$ cat src/rtl/sfifo_rr_arbiter.sv
// Round-robin arbiter that merges COUNT valid/ready requesters onto one registered output stream.
// With PACKET=1 a requester keeps the grant until a beat carrying last=1 is accepted.
module sfifo_rr_arbiter #(
  parameter int WIDTH  = 32,
  parameter int COUNT  = 4,
  parameter int PACKET = 1
) (
  input  logic                     clock,
  input  logic                     reset,
  input  logic [COUNT-1:0]         in_valid,
  output logic [COUNT-1:0]         in_ready,
  input  logic [COUNT*WIDTH-1:0]   in_data,
  input  logic [COUNT-1:0]         in_last,
  output logic                     out_valid,
  input  logic                     out_ready,
  output logic [WIDTH-1:0]         out_data,
  output logic                     out_last,
  output logic [COUNT-1:0]         grant,
  output logic                     busy
);

  localparam int IDX_W = $clog2(COUNT);
  localparam logic [IDX_W:0]   COUNT_W  = (IDX_W+1)'(COUNT);
  localparam logic [IDX_W-1:0] LAST_IDX = IDX_W'(COUNT-1);

  typedef enum logic {
    IDLE = 1'b0,
    LOCK = 1'b1
  } state_t;

  state_t            state_q, state_d;
  logic [IDX_W-1:0]  owner_q, owner_d;
  logic [IDX_W-1:0]  ptr_q, ptr_d;
  logic              out_valid_q, out_valid_d;
  logic [WIDTH-1:0]  out_data_q, out_data_d;
  logic              out_last_q, out_last_d;

  logic              accept;
  logic              xfer;
  logic              release_beat;
  logic              any_valid;
  logic              owner_valid;
  logic              owner_last;
  logic [WIDTH-1:0]  owner_data;
  logic [IDX_W-1:0]  pick_idx;
  logic [IDX_W-1:0]  next_ptr;

  logic [WIDTH-1:0]  data_arr [COUNT];
  logic [IDX_W-1:0]  cand_idx [COUNT];

  // cand_idx[k] is the requester examined k-th when searching from ptr_q
  for (genvar gi = 0; gi < COUNT; gi++) begin : g_req
    logic [IDX_W:0] sum;
    assign data_arr[gi] = in_data[gi*WIDTH +: WIDTH];
    assign sum          = {1'b0, ptr_q} + (IDX_W+1)'(gi);
    assign cand_idx[gi] = (sum >= COUNT_W) ? IDX_W'(sum - COUNT_W) : sum[IDX_W-1:0];
    assign grant[gi]    = (state_q == LOCK) && (owner_q == IDX_W'(gi));
    assign in_ready[gi] = grant[gi] && accept && reset;
  end

  assign accept       = !out_valid_q || out_ready;
  assign owner_valid  = in_valid[owner_q];
  assign owner_last   = in_last[owner_q];
  assign owner_data   = data_arr[owner_q];
  assign xfer         = (state_q == LOCK) && owner_valid && accept;
  assign release_beat = xfer && ((PACKET == 0) || owner_last);
  assign next_ptr     = (owner_q == LAST_IDX) ? '0 : owner_q + 1'b1;
  assign any_valid    = |in_valid;

  // Walk the search order backwards so the earliest candidate wins.
  always_comb begin
    pick_idx = ptr_q;
    for (int k = COUNT-1; k >= 0; k--) begin
      if (in_valid[cand_idx[k]]) begin
        pick_idx = cand_idx[k];
      end
    end
  end

  always_comb begin
    state_d     = state_q;
    owner_d     = owner_q;
    ptr_d       = ptr_q;
    out_valid_d = out_valid_q;
    out_data_d  = out_data_q;
    out_last_d  = out_last_q;

    case (state_q)
      IDLE: begin
        if (any_valid) begin
          owner_d = pick_idx;
          state_d = LOCK;
        end
      end
      LOCK: begin
        if (release_beat) begin
          state_d = IDLE;
          ptr_d   = next_ptr;
        end
      end
      default: state_d = IDLE;
    endcase

    if (xfer) begin
      out_valid_d = 1'b1;
      out_data_d  = owner_data;
      out_last_d  = owner_last;
    end else if (out_ready) begin
      out_valid_d = 1'b0;
    end
  end

  always_ff @(posedge clock) begin
    if (!reset) begin
      state_q     <= IDLE;
      owner_q     <= '0;
      ptr_q       <= '0;
      out_valid_q <= 1'b0;
      out_data_q  <= '0;
      out_last_q  <= 1'b0;
    end else begin
      state_q     <= state_d;
      owner_q     <= owner_d;
      ptr_q       <= ptr_d;
      out_valid_q <= out_valid_d;
      out_data_q  <= out_data_d;
      out_last_q  <= out_last_d;
    end
  end

  assign out_valid = out_valid_q;
  assign out_data  = out_data_q;
  assign out_last  = out_last_q;
  assign busy      = (state_q == LOCK);

endmodule
$ cat config.mk
export PLATFORM = sky130hd
export DESIGN_NAME = sfifo_rr_arbiter
export DESIGN_NICKNAME = d
export VERILOG_FILES = /design/src/rtl/sfifo_rr_arbiter.sv
export SDC_FILE = /design/constraint.sdc
export NUM_CORES = 1
export LEC_CHECK = 0
export CAP_MARGIN = 20
export CORE_ASPECT_RATIO = 1.75
export CORE_MARGIN = 2
export CORE_UTILIZATION = 36
export CTS_BUF_LIST = sky130_fd_sc_hd__clkbuf_4 sky130_fd_sc_hd__clkbuf_8
export CTS_CLUSTER_SIZE = 16
export DETAILED_ROUTE_END_ITERATION = 7
export GPL_TIMING_DRIVEN = 0
export PLACE_DENSITY = 0.84
export REMOVE_ABC_BUFFERS = 1
export SYNTH_ARGS = -nofsm -noshare
export SYNTH_HDL_FRONTEND = slang
export SYNTH_SLANG_ARGS = --single-unit
$ cat constraint.sdc
create_clock -name clock -period 1.9 [get_ports clock]
set_input_delay 0.38 -clock clock [delete_from_list [all_inputs] [get_ports clock]]
set_output_delay 0.38 -clock clock [all_outputs]
set_load 0.01 [all_outputs]
## After elaboration in Yosys (flattened, before gate mapping)

Index checks and enable logic that the tools add are counted.

- Flip-flop bits (word level): 39
- Bits in latches: 0
- RAM bits: 0
- Bits in read-only memories: 0
- Bits of input ports: 139
- Output and inout port bits: 43
- Word-level logic and storage cells: 80
- Memories: 0

- $add $sub $neg: 8
- Multipliers: 0
- Div/mod/pow operators: 0
- $lt $le $gt $ge: 10
- Equal/unequal tests: 3
- Shift operators: 0
- Muxes and demuxes: 29
- Bitwise gates (word level): 2
- Reductions and logical operators: 22

Operators by type and width:

| operator | number |
|---|---|
| $bmux W32 S2 | 1 |
| $mux W32 | 2 |
| $mux W2 | 9 |
| $logic_and A1 B1 Y1 | 15 |
| $lt A2 B3 Y1 const B | 5 |
| $bmux W1 S2 | 6 |
| $ge A3 B3 Y1 const B | 4 |
| $mux W1 | 10 |
| $sub A2 B1 Y2 const B | 4 |
| $add A2 B2 Y3 const B | 2 |
| $eq A2 B2 Y1 const B | 2 |
| $reduce_and A2 Y1 | 2 |
| $reduce_or A4 Y1 | 1 |
| $add A2 B1 Y3 const B | 1 |
| $ge A2 B3 Y1 const B | 1 |
| $not A2 Y3 | 1 |
| $add A2 B1 Y2 const B | 1 |
| $eq A2 B1 Y1 const B | 1 |
| $logic_not A2 Y1 | 1 |
| $pmux W1 S2 | 1 |
| $reduce_bool A2 Y1 | 1 |
| $logic_not A1 Y1 | 1 |
| $logic_or A1 B1 Y1 | 1 |
| $not A1 Y1 | 1 |

## Longest topological paths before layout

Gate-level depths: netlist of run 1.

- Word-level depth: 9
- Gate-level depth with buffers: 7

## Worst setup path after synthesis of run 1

Ideal clock, no wire load.

- Path kind: register to output
- From: register owner_q[1]
- To: output port in_ready[1]
- Data arrival time: 1470 ps
- Required time: 1520 ps
- Path slack: 50 ps
- Cell stages (with the launch flop): 7
- Path through: dfxtp_1 -> buf_6 -> clkbuf_1 -> inv_1 -> ha_1 -> and2_1 -> and3_1

- Cells in the longest elaborated chain, start to end: 4

Ends and longest elaborated chain:

| item | line | source |
|---|---|---|
| start, declared | 32 | `logic [IDX_W-1:0] owner_q, owner_d;` |
| start signal, assigned | 123 | `owner_q <= owner_d;` |
| $eq A2 B1 Y1 | 57 | `assign grant[gi] = (state_q == LOCK) && (owner_q == IDX_W'(gi));` |
| $logic_and A1 B1 Y1 | 57 |  |
| net grant[1] | 18 | `output logic [COUNT-1:0] grant,` |
| $logic_and A1 B1 Y1 (2 in a row) | 58 | `assign in_ready[gi] = grant[gi] && accept && reset;` |
| end, declared | 11 | `output logic [COUNT-1:0] in_ready,` |

The timed path passes the listed nets, and every way through them passes these cells.

## Worst setup path after layout of run 1

- From: register owner_q[0]
- To: output port in_ready[0]

- Cells in the longest elaborated chain, start to end: 4

Ends and longest elaborated chain:

| item | line |
|---|---|
| $logic_not A2 Y1 | 57 |
| $logic_and A1 B1 Y1 | 57 |
| $logic_and A1 B1 Y1 (2 in a row) | 58 |

Every way passes these cells.

==> run_results.csv, run 1 <==
group,metric,value,unit
pwr,total_power,2.88,mW
finish,nFillCells,552,
floorplan,start_util,36.6,%
global_route,antenna_found_initial,0,
floorplan,coreArea,0.00676,sq mm
finish,insertedDiodeCount,0,
global_route,track_usage,22.4,%
finish,drive_gt1_share,14.8,%
sta,fin_crit_sh,96.4,%
drt,ant_nets,0,
sta,maxSlewViolCount,0,
logic_synthesis,ys_ff_latch,39,
logic_synthesis,netlist_area,0.00247,sq mm
placement,dpl.cell_count,487,
drt,first_pass_iters,4,
run_status,status,"complete, no violations",
floorplan,die_h,114,um
worst_setup_path,endpoint_kind,"primary output",
finish,seq_area,790,sq um
logic_synthesis,synth_top_area_share,31.5,%
drt,post_drt_wl_per_cell,17.1,um
pwr,ir_drop,0.457,mV
finish,syn_to_final_growth,82.4,%
placement,gp_congestion,0.727,
clocking,cts_made_buffers,5,
floorplan,ios,182,
global_route,grt_pass1_wl,13000,um
clocking,cts-htree-levels,2,
drt,vias,2618,
clocking,cts_max_path_buffers,2,
clocking,clock-root-buffer,"clkbuf_8",
drt,drt-vias-per-instance,5.19,
logic_synthesis,avgSynthCellArea,10.3,sq um
sta,grt_setup_unrepaired,"no",
placement,port_buffers,181,
logic_synthesis,synthDistinctLibCells,28,
clocking,clock-sinks,39,
finish,multi_input_area,0.00159,sq mm
sta,hold_viol_final,0,
global_route,grt_pass1_vias,2721,
logic_synthesis,yosys.area.top_type,"dfxtp_1",
floorplan,die_area,0.00758,sq mm
worst_setup_path,cp.arrival,1450,ps
finish,nNetsFinal,562,
sta,min_period,1830,ps
clocking,cts_tree,"done",
global_route,grt.overflow.total,0,
worst_setup_path,critical_path_class,"reg -> out",
clocking,clkTransAtPathRegs,80,ps
logic_synthesis,seq_area_frac_synth,31.5,%
job,max-cap-violations,0,
logic_synthesis,synth_edf_count,0,
sta,slew-limit-headroom,74.9,%
logic_synthesis,synthArstFlopShare,0,%
drt,drt_wl_total,8620,um
worst_setup_path,crit_fanout,5,
sta,fin_setup_tns,0,ps
drt,drt_iter0_drc,138,
drt,drc,0,
worst_setup_path,crit_required,1520,ps
finish,finalNonFillerCells,504,
sta,clock_skew,6.69,ps
logic_synthesis,synth_cells,241,
floorplan,rows,40,
logic_synthesis,yosysWarnings,0,
floorplan,die_w,66.7,um
logic_synthesis,synth-main-ff-cell,"dfxtp_1",
sta,setup_viol,0,
logic_synthesis,synth_area_leaders,"dfxtp_1 32%, mux4_2 31%, nand2_1 11%, a21boi_1 9.4%, buf_6 2.3%",
worst_setup_path,cp-start-kind,"register",
sta,worst_slew_pin_slew,376,ps
placement,dp_slack,-798,ps
placement,dpl.hpwl,6200,um
worst_setup_path,reg2reg_slack,110,ps
global_route,grt_max_degree,34,
pwr,leakage,1.62,nW
sta,max_freq,0.546,GHz
min_path,hp-class,"reg -> reg",
sta,worst_slack,68.4,ps
pwr,pwr_density_cell,637,mW/mm^2
clocking,clock_latency,280,ps
registers in the layout (all words and copies together), names as in the netlist:
name and count:
out_data 32, owner_q 2, ptr_q 2, busy 1, out_last 1, out_valid 1
what timing repair did:
| item | in CTS | in global routing |
|---|---|---|
| hold buffers | 0 | 0 |
| setup buffers | 7 | 0 |
| gates cloned | 0 | 2 |
| setup endpoints to repair | 45 | 36 |
| pin swaps | 0 | 3 |
| resized for setup | 21 | 8 |
Yosys cell counts (2+ instances only):
cell type and count:
nor2b_1 3, and3_1 4, o21ai_0 7, ha_1 4
dfxtp_1 39, and2_1 4, inv_1 3, a21boi_1 31
buf_6 5, buf_2 3, buf_4 4, clkbuf_1 9
a21oi_1 3, nand2_1 71, nand3_1 2, mux4_2 34
a21boi_0 2, nor2_1 3
cell usage in the layout, fill, tap and decap left out, types with 4 or more instances in the layout:
| master | n |
|---|---|
| clkdlybuf4s50_1 | 171 |
| nand2_1 | 71 |
| dfxtp_1 | 36 |
| mux4_2 | 34 |
| a21boi_1 | 31 |
| o21ai_0 | 7 |
| clkbuf_8 | 7 |
| and2_1 | 4 |
| and3_1 | 4 |
| ha_1 | 4 |
| dlygate4sd2_1 | 4 |
per-layer routing:
| metal | up-vias | GRT usage, % | wire (um) |
|---|---|---|---|
| li1 | 1237 | - | - |
| met1 | 1237 | 22.0 | 2840 |
| met2 | 131 | 43.6 | 4910 |
| met3 | 13 | 5.42 | 710 |
| met4 | 0 | 7.62 | 165 |
| met5 | - | 0 | 0 |
final cells by class:
| class | instances | area share (%) |
|---|---|---|
| repair buffers | 190 | 42.4 |
| inverters | 3 | 0.249 |
| flip-flops and latches | 39 | 17.5 |
| clock buffers | 8 | 2.30 |
| multi-input cells | 180 | 35.3 |
| well taps | 84 | 2.33 |
report_power, final:
part           switching (mW)  internal [mW]
logic                   0.502          0.763
clock network           0.270          0.346
registers              0.0769          0.920
total                   0.848           2.03
kinds of logic after synthesis:
logic type | share of synthesized area (%)
AND/OR/NAND/NOR | 16.3
AO/OA/AOI/OAI | 13.2
flip-flops | 31.5
multiplexers | 30.9
buffers and inverters | 5.91
adder cells (fa/ha/maj) | 2.02
per-stage QoR:
stage               util [%]  hold slack (ps)  area, sq um
floorplan                  -              459         2340
global placement        63.0              440         4260
detailed placement      63.6              447         4290
CTS                     66.4              457         4490
global route            66.8              474         4510
finish                  66.8              452         4510
worst max-delay path, cell delays in order, from the launching register on:
cell and delay, ps:
dfxtp_4 380, inv_1 60, ha_1 180, and2_1 150, and3_1 160, clkdlybuf4s15_1 230
worst paths after layout:
kind                               end  cells past startpoint                      start
min reg2reg  out_data[16]$_SDFFE_PN0P_                      2  out_data[16]$_SDFFE_PN0P_
max                        in_ready[0]                      5    owner_q[0]$_SDFFE_PN0P_
max reg2reg      out_last$_SDFFE_PN0P_                      5    owner_q[1]$_SDFFE_PN0P_
min          out_data[16]$_SDFFE_PN0P_                      2  out_data[16]$_SDFFE_PN0P_
Power figures use the tool's default switching activity.
==> run 2: changes to the inputs <==
Settings changed: TNS_END_PERCENT from default to 20.
==> run 2 against run 1 <==
First-iteration DRC count decreased by 16%. Flip-flop and latch count unchanged. Wire length hardly changed. Design area is essentially flat. Sequential power is essentially flat. Global-route usage stayed put. Cell count unchanged. Highest routed layer unchanged. Core utilization about the same. Critical path type is now reg -> reg. Largest cell class unchanged.
==> run_results.csv, run 2 (synthesized netlist as in run 1, its figures left out) <==
group,metric,value,unit
sta,maxSlewViolCount,0,
floorplan,die_area,0.00758,sq mm
placement,dpl.hpwl,6200,um
clocking,clock-sinks,39,
sta,setup_viol,0,
sta,min_period,1840,ps
sta,grt_setup_unrepaired,"yes",
finish,final_common_cell,"clkdlybuf4s50_1",
clocking,cts_hold_buf,0,
min_path,hp-class,"reg -> reg",
worst_setup_path,cp-start-kind,"register",
sta,clock_skew,6.64,ps
clocking,clkTransAtPathRegs,80,ps
pwr,ir_drop,0.458,mV
floorplan,die_w,66.7,um
finish,nNetsFinal,562,
global_route,grt.overflow.total,0,
placement,gp_congestion,0.727,
worst_setup_path,critical_path_class,"reg -> reg",
clocking,cts_made_buffers,5,
placement,dpl.cell_count,487,
worst_setup_path,critPathCapture,"out_last$_SDFFE_PN0P_",
finish,final_cell_mix,"171 x clkdlybuf4s50_1, 71 x nand2_1, 36 x dfxtp_1, 34 x mux4_2, 31 x a21boi_1",
clocking,cts_tree,"done",
floorplan,rows,40,
worst_setup_path,reg2regPathDepth,5,
floorplan,start_util,36.6,%
worst_setup_path,crit_required,2070,ps
worst_setup_path,startpoint,"owner_q[1]$_SDFFE_PN0P_",
finish,insertedDiodeCount,0,
worst_setup_path,endpoint_kind,"register",
clocking,cts_max_path_buffers,2,
placement,port_buffers,181,
global_route,antenna_found_initial,0,
sta,worst_slack,58.5,ps
sta,worst_slew_pin_slew,377,ps
placement,placed_cell_area,0.00429,sq mm
floorplan,coreArea,0.00676,sq mm
global_route,grt_pass1_wl,13000,um
finish,largest_reg_flops,32,
clocking,clock-root-buffer,"clkbuf_8",
drt,vias,2615,
finish,syn_to_final_growth,82.3,%
sta,max_freq,0.543,GHz
worst_setup_path,reg2reg_to,"out_last$_SDFFE_PN0P_",
pwr,total_power,2.87,mW
worst_setup_path,reg2reg_slack,60,ps
pwr,pwr_density_cell,637,mW/mm^2
clocking,clock_latency,280,ps
worst_setup_path,rr_startpoint,"owner_q[1]$_SDFFE_PN0P_",
sta,hold_viol_final,0,
sta,slew-limit-headroom,74.9,%
drt,post_drt_wl_per_cell,17.1,um
finish,drive_gt1_share,15.0,%
clocking,cts-htree-levels,2,
pwr,leakage,1.62,nW
finish,finalNonFillerCells,504,
placement,dp_slack,-798,ps
drt,drc,0,
floorplan,ios,182,
worst_setup_path,crit_fanout,6,
sta,fin_crit_sh,96.9,%
global_route,grt_max_degree,34,
floorplan,die_h,114,um
drt,drt-vias-per-instance,5.19,
sta,fin_setup_tns,0,ps
finish,fin_area,0.00451,sq mm
run_status,status,"complete, no violations",
drt,ant_nets,0,
drt,drt_wl_total,8630,um
worst_setup_path,cp.arrival,2010,ps
global_route,track_usage,22.4,%
drt,drt_iter0_drc,116,
drt,first_pass_iters,4,
job,max-cap-violations,0,
global_route,grt_pass1_vias,2721,
run 2: final cells by class:
| cell class | instances | area, sq um |
|---|---|---|
| Fill cell | 552 | 2240 |
| Timing Repair Buffer | 190 | 1910 |
| Multi-Input combinational cell | 180 | 1590 |
| Sequential cell | 39 | 790 |
| Tap cell | 84 | 105 |
| Clock buffer | 8 | 104 |
| Inverter | 3 | 11.3 |
run 2: what timing repair did:
item | CTS | global route
setup endpoints to repair | 45 | 36
pin swaps | 0 | 2
buffers inserted | 7 | 0
cloned | 0 | 2
resized for setup | 21 | 8
run 2: worst min path at each step:
stage,start,end,cells after the start
floorplan,ptr_q[0]$_SDFFE_PN0P_,ptr_q[0]$_SDFFE_PN0P_,2
global placement,out_data[28]$_SDFFE_PN0P_,out_data[28]$_SDFFE_PN0P_,2
detailed placement,out_data[15]$_SDFFE_PN0P_,out_data[15]$_SDFFE_PN0P_,2
CTS,out_data[12]$_SDFFE_PN0P_,out_data[12]$_SDFFE_PN0P_,2
global route,out_data[12]$_SDFFE_PN0P_,out_data[12]$_SDFFE_PN0P_,2
finish,out_data[16]$_SDFFE_PN0P_,out_data[16]$_SDFFE_PN0P_,2
run 2: metrics by stage:
stage	hold slack [ps]	util, %
after global placement	440	63.0
after detailed placement	447	63.6
after CTS	457	66.4
after global routing	474	66.8
after floorplan	459	-
final	453	66.8
run 2: power breakdown:
group | switching [mW] | internal [mW] | leakage, nW
Clock | 0.270 | 0.346 | 0.0549
Sequential | 0.0761 | 0.920 | 0.320
Combinational | 0.502 | 0.761 | 1.24
run 2: metal layers:
layer | up-vias | wire (um) | GRT usage (%)
met4 | 0 | 165 | 7.62
met1 | 1237 | 2830 | 22.0
met2 | 129 | 4910 | 43.6
li1 | 1236 | - | -
met5 | - | 0 | 0
met3 | 13 | 724 | 5.42
run 2: worst max-delay path, stage by stage (launching register included):
cell and delay (ps):
dfxtp_4 380, buf_4 200, mux4_2 640, and4_2 320
a21oi_1 120, nor2b_1 70
==> run 3: changes to the inputs <==
--- a/config.mk
+++ b/config.mk
@@ -17,2 +17,3 @@
 export REMOVE_ABC_BUFFERS = 1
+export SKIP_LAST_GASP = 1
 export SYNTH_ARGS = -nofsm -noshare
==> constraint.sdc (replaced) <==
create_clock -name clock -period 1.9 [get_ports clock]
set_input_delay 0.285 -clock clock [delete_from_list [all_inputs] [get_ports clock]]
set_output_delay 0.285 -clock clock [all_outputs]
set_load 0.01 [all_outputs]
==> run 3 against run 2 <==
Wire length decreased by 1.3%. Sequential power hardly changed. Largest power group unchanged. Design area barely moved. Via count down 0.80%. Critical endpoint is now grant[2]. Non-clock buffer count increased by 1. First-iteration DRC count up 11%. Flip-flop and latch count unchanged.
==> run_results.csv, run 3 (synthesized netlist as in run 1, its figures left out) <==
group,metric,value,unit
run_status,status,"complete, no violations",
floorplan,start_util,36.6,%
sta,maxSlewViolCount,0,
global_route,busiest_layer,"met2",
worst_setup_path,cp-start-kind,"register",
sta,slew-limit-headroom,71.2,%
floorplan,die_w,66.7,um
clocking,clock-sinks,39,
pwr,pwr_density_cell,636,mW/mm^2
sta,hold_viol_final,0,
drt,first_pass_iters,4,
worst_setup_path,crit_chain,"inv_1 -> ha_1 -> and2_1 -> clkdlybuf4s50_1",
finish,insertedDiodeCount,0,
pwr,leakage,1.60,nW
clocking,clkTransAtPathRegs,80,ps
sta,fin_crit_sh,96.8,%
worst_setup_path,crit_required,1620,ps
finish,syn_to_final_growth,82.2,%
clocking,cts_tree,"done",
worst_setup_path,endpoint_kind,"primary output",
sta,fin_setup_tns,0,ps
finish,fin_area,0.00451,sq mm
sta,max_freq,0.544,GHz
clocking,cts_max_path_buffers,2,
sta,setup_viol,0,
worst_setup_path,max_stage_delay,480,ps
global_route,antenna_found_initial,0,
worst_setup_path,cp_num_buf_inv,2,
floorplan,ios,182,
floorplan,coreArea,0.00676,sq mm
finish,final_common_cell,"clkdlybuf4s50_1",
floorplan,die_area,0.00758,sq mm
pwr,swShare,29.3,%
finish,final_cell_mix,"176 x clkdlybuf4s50_1, 71 x nand2_1, 36 x dfxtp_1, 34 x mux4_2, 31 x a21boi_1",
worst_setup_path,cp.arrival,1550,ps
drt,post_drt_wl_per_cell,16.9,um
pwr,combinationalPowerShare,43.8,%
global_route,grt_pass1_vias,2717,
worst_setup_path,critical_path_class,"reg -> out",
drt,drc,0,
floorplan,rows,40,
sta,clock_skew,6.67,ps
global_route,grt.overflow.total,0,
global_route,use_met3,5.33,%
drt,ant_nets,0,
drt,drt_wl_total,8520,um
clocking,cts_made_buffers,5,
clocking,cts_hold_buf,0,
drt,vias,2594,
global_route,grt_pass1_wl,12900,um
pwr,ir_drop,0.454,mV
job,max-cap-violations,0,
min_path,hp-class,"reg -> reg",
global_route,track_usage,22.4,%
pwr,total_power,2.87,mW
placement,gp_congestion,0.727,
clocking,clock_latency,280,ps
pwr,clockPowerShare,21.6,%
floorplan,die_h,114,um
global_route,met2_usage,43.6,%
worst_setup_path,crit_fanout,5,
drt,drt-vias-per-instance,5.15,
pwr,p_seq_share,34.6,%
worst_setup_path,crit_family,"buffers and inverters",
placement,placed_cell_area,0.00429,sq mm
placement,dpl.hpwl,6200,um
global_route,grt_max_degree,34,
finish,nNetsFinal,562,
worst_setup_path,cp_slowest_cell,"clkdlybuf4s50_1",
sta,min_period,1840,ps
pwr,p_sw,839,uW
finish,drive_gt1_share,14.3,%
finish,largest_reg_flops,32,
placement,port_buffers,181,
drt,drt_iter0_drc,129,
sta,grt_setup_unrepaired,"yes",
clocking,cts-htree-levels,2,
clocking,clock-root-buffer,"clkbuf_8",
pwr,internal_power,2.03,mW
global_route,met1_usage,22.2,%
sta,worst_slew_pin_slew,432,ps
run 3: layout make-up:
class,instances,area (sq um)
Inverter,3,11.3
Multi-Input combinational cell,179,1570
Fill cell,549,2250
Sequential cell,39,790
Clock buffer,8,104
Tap cell,84,105
Timing Repair Buffer,191,1930
run 3: final timing paths:
kind,from,endpoint,slack [ps],cells past startpoint
setup / recovery,owner_q[0]$_SDFFE_PN0P_,grant[2],60,4
hold / removal,out_data[16]$_SDFFE_PN0P_,out_data[16]$_SDFFE_PN0P_,450,2
setup reg to reg,owner_q[1]$_SDFFE_PN0P_,out_last$_SDFFE_PN0P_,120,5
hold reg to reg,out_data[16]$_SDFFE_PN0P_,out_data[16]$_SDFFE_PN0P_,450,2
run 3: through the flow:
step                hold slack (ps)  utilization [%]  worst slack [ps]  instances
CTS                             457             66.6              44.3        503
detailed placement              447             63.6              -608        487
finish                          452             66.7              60.5        504
global route                    475             66.7             -5.66        504
floorplan                       412                -             -1020        220
global placement                440             63.0             -1890        485
run 3: timing repair:
action | 4_1_cts | 5_1_grt
setup buffers | 8 | 0
pin swaps | 0 | 0
gates resized for setup | 12 | 0
cloned | 0 | 1
endpoints found under the setup margin | 45 | 7
run 3: worst register-to-register path, delay by kind of cell (launching register included):
| kind | cells | cell delay, ps |
|---|---|---|
| multiplexers | 1 | 600 |
| AND/OR/NAND/NOR | 2 | 470 |
| flip-flops | 1 | 380 |
| buffers and inverters | 1 | 130 |
| AO/OA/AOI/OAI | 1 | 130 |
run 3: routing by layer:
layer  wire length (um)  vias to the layer above
met5                  0                        -
met4                176                        0
met3                653                       15
met2               4800                      119
met1               2890                     1229
li1                   -                     1231
run 3: power groups by stage:
stage,Combinational (mW),Clock [mW],Sequential (mW)
floorplan,0.454,0,1.10
global placement,1.08,0,1.09
detailed placement,1.12,0,1.07
CTS,1.26,0.635,0.990
global route,1.36,0.662,1.01
finish,1.26,0.619,0.993
